===== src/rtl/reaction_ctrl.sv =====
// Reaction timer control core: button conditioning, random-delay LFSR, 1 ms prescaler,
// round FSM, BCD reaction-time counter and best-score register.
module reaction_ctrl #(
  parameter int unsigned TICK_DIV  = 50000,
  parameter logic [15:0] LFSR_SEED = 16'hACE1
) (
  input  logic        clk,
  input  logic        reset,
  input  logic        start,
  input  logic        react,
  output logic [1:0]  state,
  output logic [15:0] bcd_ms,
  output logic [15:0] best_ms,
  output logic        best_valid,
  output logic        false_start
);

  localparam int unsigned PRE_W   = (TICK_DIV > 1) ? $clog2(TICK_DIV) : 1;
  localparam int unsigned DELAY_W = 12;
  localparam int unsigned BCD_W   = 16;

  typedef enum logic [1:0] {
    S_IDLE   = 2'd0,
    S_WAIT   = 2'd1,
    S_TIMING = 2'd2,
    S_DONE   = 2'd3
  } state_t;

  state_t              state_q, state_d;
  logic [2:0]          start_sync, react_sync;
  logic                start_p, react_p;
  logic [15:0]         lfsr_q;
  logic [PRE_W-1:0]    pre_q;
  logic                tick;
  logic                pre_clr;
  logic [DELAY_W-1:0]  delay_q, delay_d;
  logic [BCD_W-1:0]    bcd_q, bcd_d;
  logic [BCD_W-1:0]    best_q, best_d;
  logic                bv_q, bv_d;
  logic                fs_q, fs_d;

  // Saturating packed-BCD increment with per-digit carry.
  function automatic logic [BCD_W-1:0] bcd_inc(input logic [BCD_W-1:0] v);
    logic [BCD_W-1:0] r;
    logic             carry;
    r     = v;
    carry = 1'b1;
    if (v != 16'h9999) begin
      for (int i = 0; i < 4; i++) begin
        if (carry) begin
          if (r[4*i +: 4] == 4'd9) begin
            r[4*i +: 4] = 4'd0;
          end else begin
            r[4*i +: 4] = r[4*i +: 4] + 4'd1;
            carry       = 1'b0;
          end
        end
      end
    end
    return r;
  endfunction

  // Two-flop synchronizers plus a third stage for rising-edge detection.
  always_ff @(posedge clk or posedge reset) begin
    if (reset) begin
      start_sync <= 3'b000;
      react_sync <= 3'b000;
    end else begin
      start_sync <= {start_sync[1:0], start};
      react_sync <= {react_sync[1:0], react};
    end
  end

  assign start_p = start_sync[1] & ~start_sync[2];
  assign react_p = react_sync[1] & ~react_sync[2];

  // Free-running Fibonacci LFSR, taps 16,14,13,11.
  always_ff @(posedge clk or posedge reset) begin
    if (reset) begin
      lfsr_q <= LFSR_SEED;
    end else begin
      lfsr_q <= {lfsr_q[14:0], lfsr_q[15] ^ lfsr_q[13] ^ lfsr_q[12] ^ lfsr_q[10]};
    end
  end

  assign tick = (pre_q == PRE_W'(TICK_DIV - 1));

  // Millisecond prescaler, realigned whenever WAIT or TIMING is entered.
  always_ff @(posedge clk or posedge reset) begin
    if (reset) begin
      pre_q <= '0;
    end else if (pre_clr || tick) begin
      pre_q <= '0;
    end else begin
      pre_q <= pre_q + PRE_W'(1);
    end
  end

  always_ff @(posedge clk or posedge reset) begin
    if (reset) begin
      state_q <= S_IDLE;
      delay_q <= '0;
      bcd_q   <= '0;
      best_q  <= 16'h9999;
      bv_q    <= 1'b0;
      fs_q    <= 1'b0;
    end else begin
      state_q <= state_d;
      delay_q <= delay_d;
      bcd_q   <= bcd_d;
      best_q  <= best_d;
      bv_q    <= bv_d;
      fs_q    <= fs_d;
    end
  end

  // Round sequencing; a react edge takes priority over a coincident tick.
  always_comb begin
    state_d = state_q;
    delay_d = delay_q;
    bcd_d   = bcd_q;
    best_d  = best_q;
    bv_d    = bv_q;
    fs_d    = fs_q;
    pre_clr = 1'b0;
    case (state_q)
      S_IDLE, S_DONE: begin
        if (start_p) begin
          state_d = S_WAIT;
          delay_d = DELAY_W'(1024) + DELAY_W'(lfsr_q[10:0]);
          bcd_d   = '0;
          fs_d    = 1'b0;
          pre_clr = 1'b1;
        end
      end
      S_WAIT: begin
        if (react_p) begin
          state_d = S_IDLE;
          fs_d    = 1'b1;
        end else if (tick) begin
          delay_d = delay_q - DELAY_W'(1);
          if (delay_q == DELAY_W'(1)) begin
            state_d = S_TIMING;
            pre_clr = 1'b1;
          end
        end
      end
      S_TIMING: begin
        if (react_p) begin
          state_d = S_DONE;
          if (!bv_q || (bcd_q < best_q)) begin
            best_d = bcd_q;
            bv_d   = 1'b1;
          end
        end else if (tick) begin
          bcd_d = bcd_inc(bcd_q);
        end
      end
      default: begin
        state_d = S_IDLE;
      end
    endcase
  end

  assign state       = state_q;
  assign bcd_ms      = bcd_q;
  assign best_ms     = best_q;
  assign best_valid  = bv_q;
  assign false_start = fs_q;

endmodule


===== config.mk =====
export PLATFORM = sky130hd
export DESIGN_NAME = reaction_ctrl
export DESIGN_NICKNAME = d
export VERILOG_FILES = /design/src/rtl/reaction_ctrl.sv
export SDC_FILE = /design/constraint.sdc
export NUM_CORES = 1
export LEC_CHECK = 0
export CAP_MARGIN = 20
export CORE_MARGIN = 2
export CORE_UTILIZATION = 55
export DETAILED_ROUTE_END_ITERATION = 8
export PLACE_DENSITY_LB_ADDON = 0.1
export SLEW_MARGIN = 20
export SYNTH_ARGS = -nofsm -noshare
export SYNTH_HDL_FRONTEND = slang
export SYNTH_SLANG_ARGS = --single-unit

===== constraint.sdc =====
create_clock -name clk -period 8.3 [get_ports clk]
set_input_delay 1.66 -clock clk [delete_from_list [all_inputs] [get_ports clk]]
set_output_delay 1.66 -clock clk [all_outputs]
set_load 0.05 [all_outputs]

## Word-level counts from Yosys, hierarchy flattened

Index checks and enable logic that the tools add are counted.

| word-level totals | value |
|---|---|
| flip-flop bits (word level) | 86 |
| bits of input ports | 4 |
| output and inout bits | 36 |
| logic and storage cells | 114 |

| operators by class | value |
|---|---|
| $add $sub $neg | 7 |
| order comparisons | 1 |
| equality and inequality tests | 23 |
| multiplexer cells | 48 |
| bitwise logic cells | 7 |
| reductions and logical operators | 15 |

Operator list:

| operator | count |
|---|---|
| $mux 16 | 5 |
| $mux 12 | 3 |
| $pmux 16 s2 | 1 |
| $mux 4 | 7 |
| $pmux 12 s2 | 1 |
| $mux 1 | 23 |
| $ne 2x2->1 const B | 11 |
| $reduce_and 6->1 | 3 |
| $add 16x1->16 const B | 1 |
| $add 4x1->4 const B | 4 |
| $eq 16x16->1 const B | 1 |
| $eq 4x4->1 const B | 4 |
| $lt 16x16->1 | 1 |
| $ne 16x16->1 const B | 1 |
| $add 11x11->12 const A | 1 |
| $eq 12x1->1 const B | 1 |
| $sub 12x1->12 const B | 1 |
| $mux 2 | 5 |
| $reduce_and 4->1 | 2 |
| $ne 3x3->1 const B | 2 |
| $pmux 2 s3 | 1 |
| $reduce_and 3->1 | 2 |
| $reduce_and 5->1 | 1 |
| $eq 2x2->1 const B | 2 |
| other kinds (10) | 17 |

## Longest topological paths before layout

| depth | value |
|---|---|
| depth after elaboration | 21 |
| gate-level depth with buffers | 8 |
| depth with buffers taken out | 7 |

## Least setup slack after synthesis

OpenSTA, ideal clock, no wires.

| path | value |
|---|---|
| path kind | flip-flop to flip-flop |
| from | register best_q[13], in the netlist best_ms[13] |
| to | register best_q[2], in the netlist best_ms[2] |
| library setup time | 0.125 ns |
| arrival | 2.621 ns |
| required time | 8.175 ns |
| path slack | 5.554 ns |
| stages on the path, launching flop included | 9 |
| buffers on the path | 1 |
| period minus slack after synthesis | 2.746 ns |
| path through | dfrtp_1 > inv_1 > ha_1 > nand4_1 > nor3_1 > o2111ai_1 > a41oi_1 > buf_2 > mux2_2 |

| between the ends | value |
|---|---|
| word-level cells in the longest chain between the ends | 3 |

RTL lines:

| what | line | text |
|---|---|---|
| from (decl) | 38 | `logic [BCD_W-1:0] best_q, best_d;` |
| from (signal assigned) | 111 | `best_q <= best_d;` |
| $lt 16x16->1 | 151 | `if (!bv_q \|\| (bcd_q < best_q)) begin` |
| $logic_or 1x1->1 | 151 |  |
| $reduce_and 3->1 (no line) | n/a |  |

Every way passes these cells.
A chain may end at the register's enable or synchronous reset.

## Final worst setup path

| path | value |
|---|---|
| from | register best_q[7], in the netlist best_ms[7] |
| to | output best_ms[7] |

RTL lines:

| what | line | text |
|---|---|---|
| to (decl) | 13 | `output logic [15:0] best_ms,` |

No word-level cell between the ends.

==> impl_metrics.json <==
{
  "async_reset_ff_frac": 1.00,
  "vdd_ir_drop_max_mv": 0.145,
  "cp-start-kind": "flop",
  "initial_core_util": 0.563,
  "syn_avg_cell_area_um2": 10.4,
  "use_met3": 0.0309,
  "critPathBufInv": 1,
  "critical_path_class": "reg2out",
  "crit_required_ns": 6.64,
  "slowest_stage": "clkdlybuf4s50_1",
  "crit_family": "buffers and inverters",
  "setup_viol_count_final": 0,
  "pwr-share-seq": 0.370,
  "timing.fmax_mhz": 298,
  "drc_errors": 0,
  "n_fill_cell": 630,
  "p_sw_mw": 0.646,
  "final-hold-violation-count": 0,
  "min_period_ns": 3.35,
  "slew_headroom": 0.306,
  "cp_num_cells": 1,
  "endpoint_kind": "primary output",
  "reg2reg_depth": 7,
  "firstDrtPassIters": 5,
  "power_density_mw_per_mm2": 303,
  "grt-ovfl-total": 0,
  "hold_path_depth": 0,
  "wl_per_cell_um": 14.8,
  "fp.coreArea_mm2": 0.00769,
  "finalMaxSlewViolations": 0,
  "antennaDiodeCount": 0,
  "cts_setup_buffers": 0,
  "drv_cap": 0,
  "design.die.area_mm2": 0.00860,
  "synth_cell_types": 56,
  "status": "complete, no violations",
  "p_total_mw": 1.53,
  "clock_path_buffers": 2,
  "yosysTopAreaCell": "dfrtp_1",
  "fin_util": 0.656,
  "synth_warnings": 0,
  "first_iter_violations": 130,
  "viasPerCell": 5.65,
  "power.internal_mw": 0.882,
  "switching_share": 0.423,
  "grt_use_met1": 0.289,
  "tightest_slew_ns": 1.04,
  "synth_top_area_frac": 0.404,
  "syn_nets": 450,
  "via_count": 3194,
  "drt_wl_total_um": 8380,
  "synthTopCellsByArea": "dfrtp_1, dfstp_2, ha_1",
  "p_leak_nw": 2.22,
  "pin_count": 40,
  "grtUsageMet2": 0.363,
  "fin_nets": 491,
  "die_h_um": 92.7,
  "pwr-share-comb": 0.434,
  "io_buffers": 39,
  "setup_slack_ns": 4.95,
  "drive_gt1_frac": 0.130,
  "ys_seq_elements": 86,
  "cts_hold_buf": 0,
  "grt_max_degree": 51,
  "power.share.clock": 0.197,
  "hold_class": "reg2reg",
  "grt_antenna_before_repair": 0,
  "rows": 32,
  "critPathMaxFanout": 3,
  "cts_tree": "yes",
  "die_width_um": 92.7,
  "cts.sinks": 86,
  "rsz0062_at_grt": "no",
  "synth_edf_count": 0,
  "cts_buffers": 9,
  "grt_first_pass_wirelength_um": 14900,
  "grt_pass1_vias": 3244,
  "slowest_delay_ns": 0.80,
  "post-place-ws_ns": 5.12,
  "gp_congestion": 0.808,
  "antenna_left": 0,
  "hpwl_um": 6010,
  "timing.clock.skew_ns": 0.0104,
  "syn_to_final_growth_pct": 16.4,
  "busiest_layer": "met2",
  "clk_latency_ns": 0.35,
  "ys_seq_area_frac": 0.501,
  "ctsResizeCount": 0,
  "crit_chain": "clkdlybuf4s50_1",
  "setup_tns_ns": 0,
  "ys.flop_type": "dfrtp_1",
  "clkTransAtPathRegs_ns": 0.09,
  "arrival_ns": 1.69,
  "grt_usage": 0.217,
  "syn-instance-count": 417,
  "netlist_area_mm2": 0.00433,
  "htreeDepth": 3,
  "fin_crit_sh": 0.404,
  "cts-root-buf": "clkbuf_8"
}
-- logic make-up (layout without fill, tap and decap cells) --
group | count (synthesis) | after routing | share of synthesized area
AO/OA/AOI/OAI | 87 | 87 | 0.131
buffers and inverters | 40 | 86 | 0.0349
XOR/XNOR | 16 | 16 | 0.0324
adder cells (fa/ha/maj) | 29 | 29 | 0.0838
multiplexers | 20 | 20 | 0.0503
AND/OR/NAND/NOR | 139 | 139 | 0.166
flip-flops | 86 | 86 | 0.501
-- registers in the layout (all words and copies together), names as in the netlist, 2 cells and up --
| name | flops |
|---|---|
| react_sync | 3 |
| pre_q | 16 |
| lfsr_q | 16 |
| delay_q | 12 |
| state | 2 |
| best_ms | 16 |
| start_sync | 3 |
| bcd_ms | 16 |
-- Yosys cell counts (all sizes together), types with 9 or more instances --
cell    count
inv        30
xor2       10
nand3      12
mux2       14
o21ai      26
clkbuf      9
ha         29
a21oi      21
dfrtp      70
nand2      33
nor2       35
dfstp      16
-- final timing paths --
check,from,end,slack [ns]
worst max-delay path,best_ms[7]$_DFFE_PP1P_,best_ms[7],4.95
worst min-delay path,start_sync[0]$_DFF_PP0_,start_sync[1]$_DFF_PP0_,0.36
worst max register to register,best_ms[12]$_DFFE_PP1P_,best_ms[10]$_DFFE_PP0P_,5.42
worst min register to register,start_sync[0]$_DFF_PP0_,start_sync[1]$_DFF_PP0_,0.36
max in group asynchronous,reset,pre_q[6]$_DFF_PP0_,5.59
min in group asynchronous,reset,best_ms[6]$_DFFE_PP0P_,1.69
-- power by group through the flow --
stage	Combinational [mW]	Clock, mW	Sequential [mW]
after floorplan	0.390	0	0.664
after global placement	0.649	0	0.568
after detailed placement	0.661	0	0.572
after CTS	0.663	0.309	0.564
after global routing	0.742	0.326	0.577
final	0.662	0.300	0.565
-- layout make-up --
type                            count  area [µm²]  share of cell area
Clock buffer                       11         151              0.0300
Clock inverter                      5        57.6              0.0114
Inverter                           30         114              0.0226
Multi-Input combinational cell    291        2020               0.401
Sequential cell                    86        2170               0.431
Tap cell                          102         128              0.0253
Timing Repair Buffer               40         398              0.0789
-- layout by cell type, fill, tap and decap left out, types with 2 or more instances in the layout --
cell type,Yosys,routed
clkbuf_8,0,11
a2bb2oi_1,2,2
nor2b_1,4,4
dfstp_2,16,16
nor4_1,2,2
nand4_1,8,8
inv_1,30,29
mux2i_1,6,6
o41ai_1,5,5
mux2_2,14,14
o211ai_1,2,2
nand2_1,33,33
a31o_2,2,2
nand3_1,12,12
a21oi_1,20,20
o2bb2ai_1,3,3
nand3b_1,4,4
or3_1,5,5
a41oi_2,0,2
clkdlybuf4s50_1,0,39
and2_1,2,2
xnor2_1,6,6
and4_1,2,2
nor2_1,35,35
and3_1,7,7
clkinvlp_4,0,3
a22oi_1,2,2
clkinv_2,0,2
nor3_1,8,8
ha_1,29,29
dfrtp_1,70,70
o21a_1,3,3
o21ai_0,26,26
xor2_1,10,10
or4_4,2,2
o31ai_1,8,8
nand2b_1,5,5
-- layer usage --
layer | vias to the layer above | share of wire
met2 | 47 | 0.49
met4 | 0 | 0.015
met5 | - | 0
met3 | 12 | 0.026
met1 | 1562 | 0.47
li1 | 1573 | -
-- through the flow --
step           instances  cell area (µm²)  hold WS (ns)
2_1_floorplan        417             4330         0.331
3_5_place_dp         549             4830         0.340
3_3_place_gp         549             4830         0.336
4_1_cts              565             5040         0.359
6_report             565             5040         0.357
5_1_grt              565             5040         0.371
No activity file was read; power rests on OpenSTA's default activity.
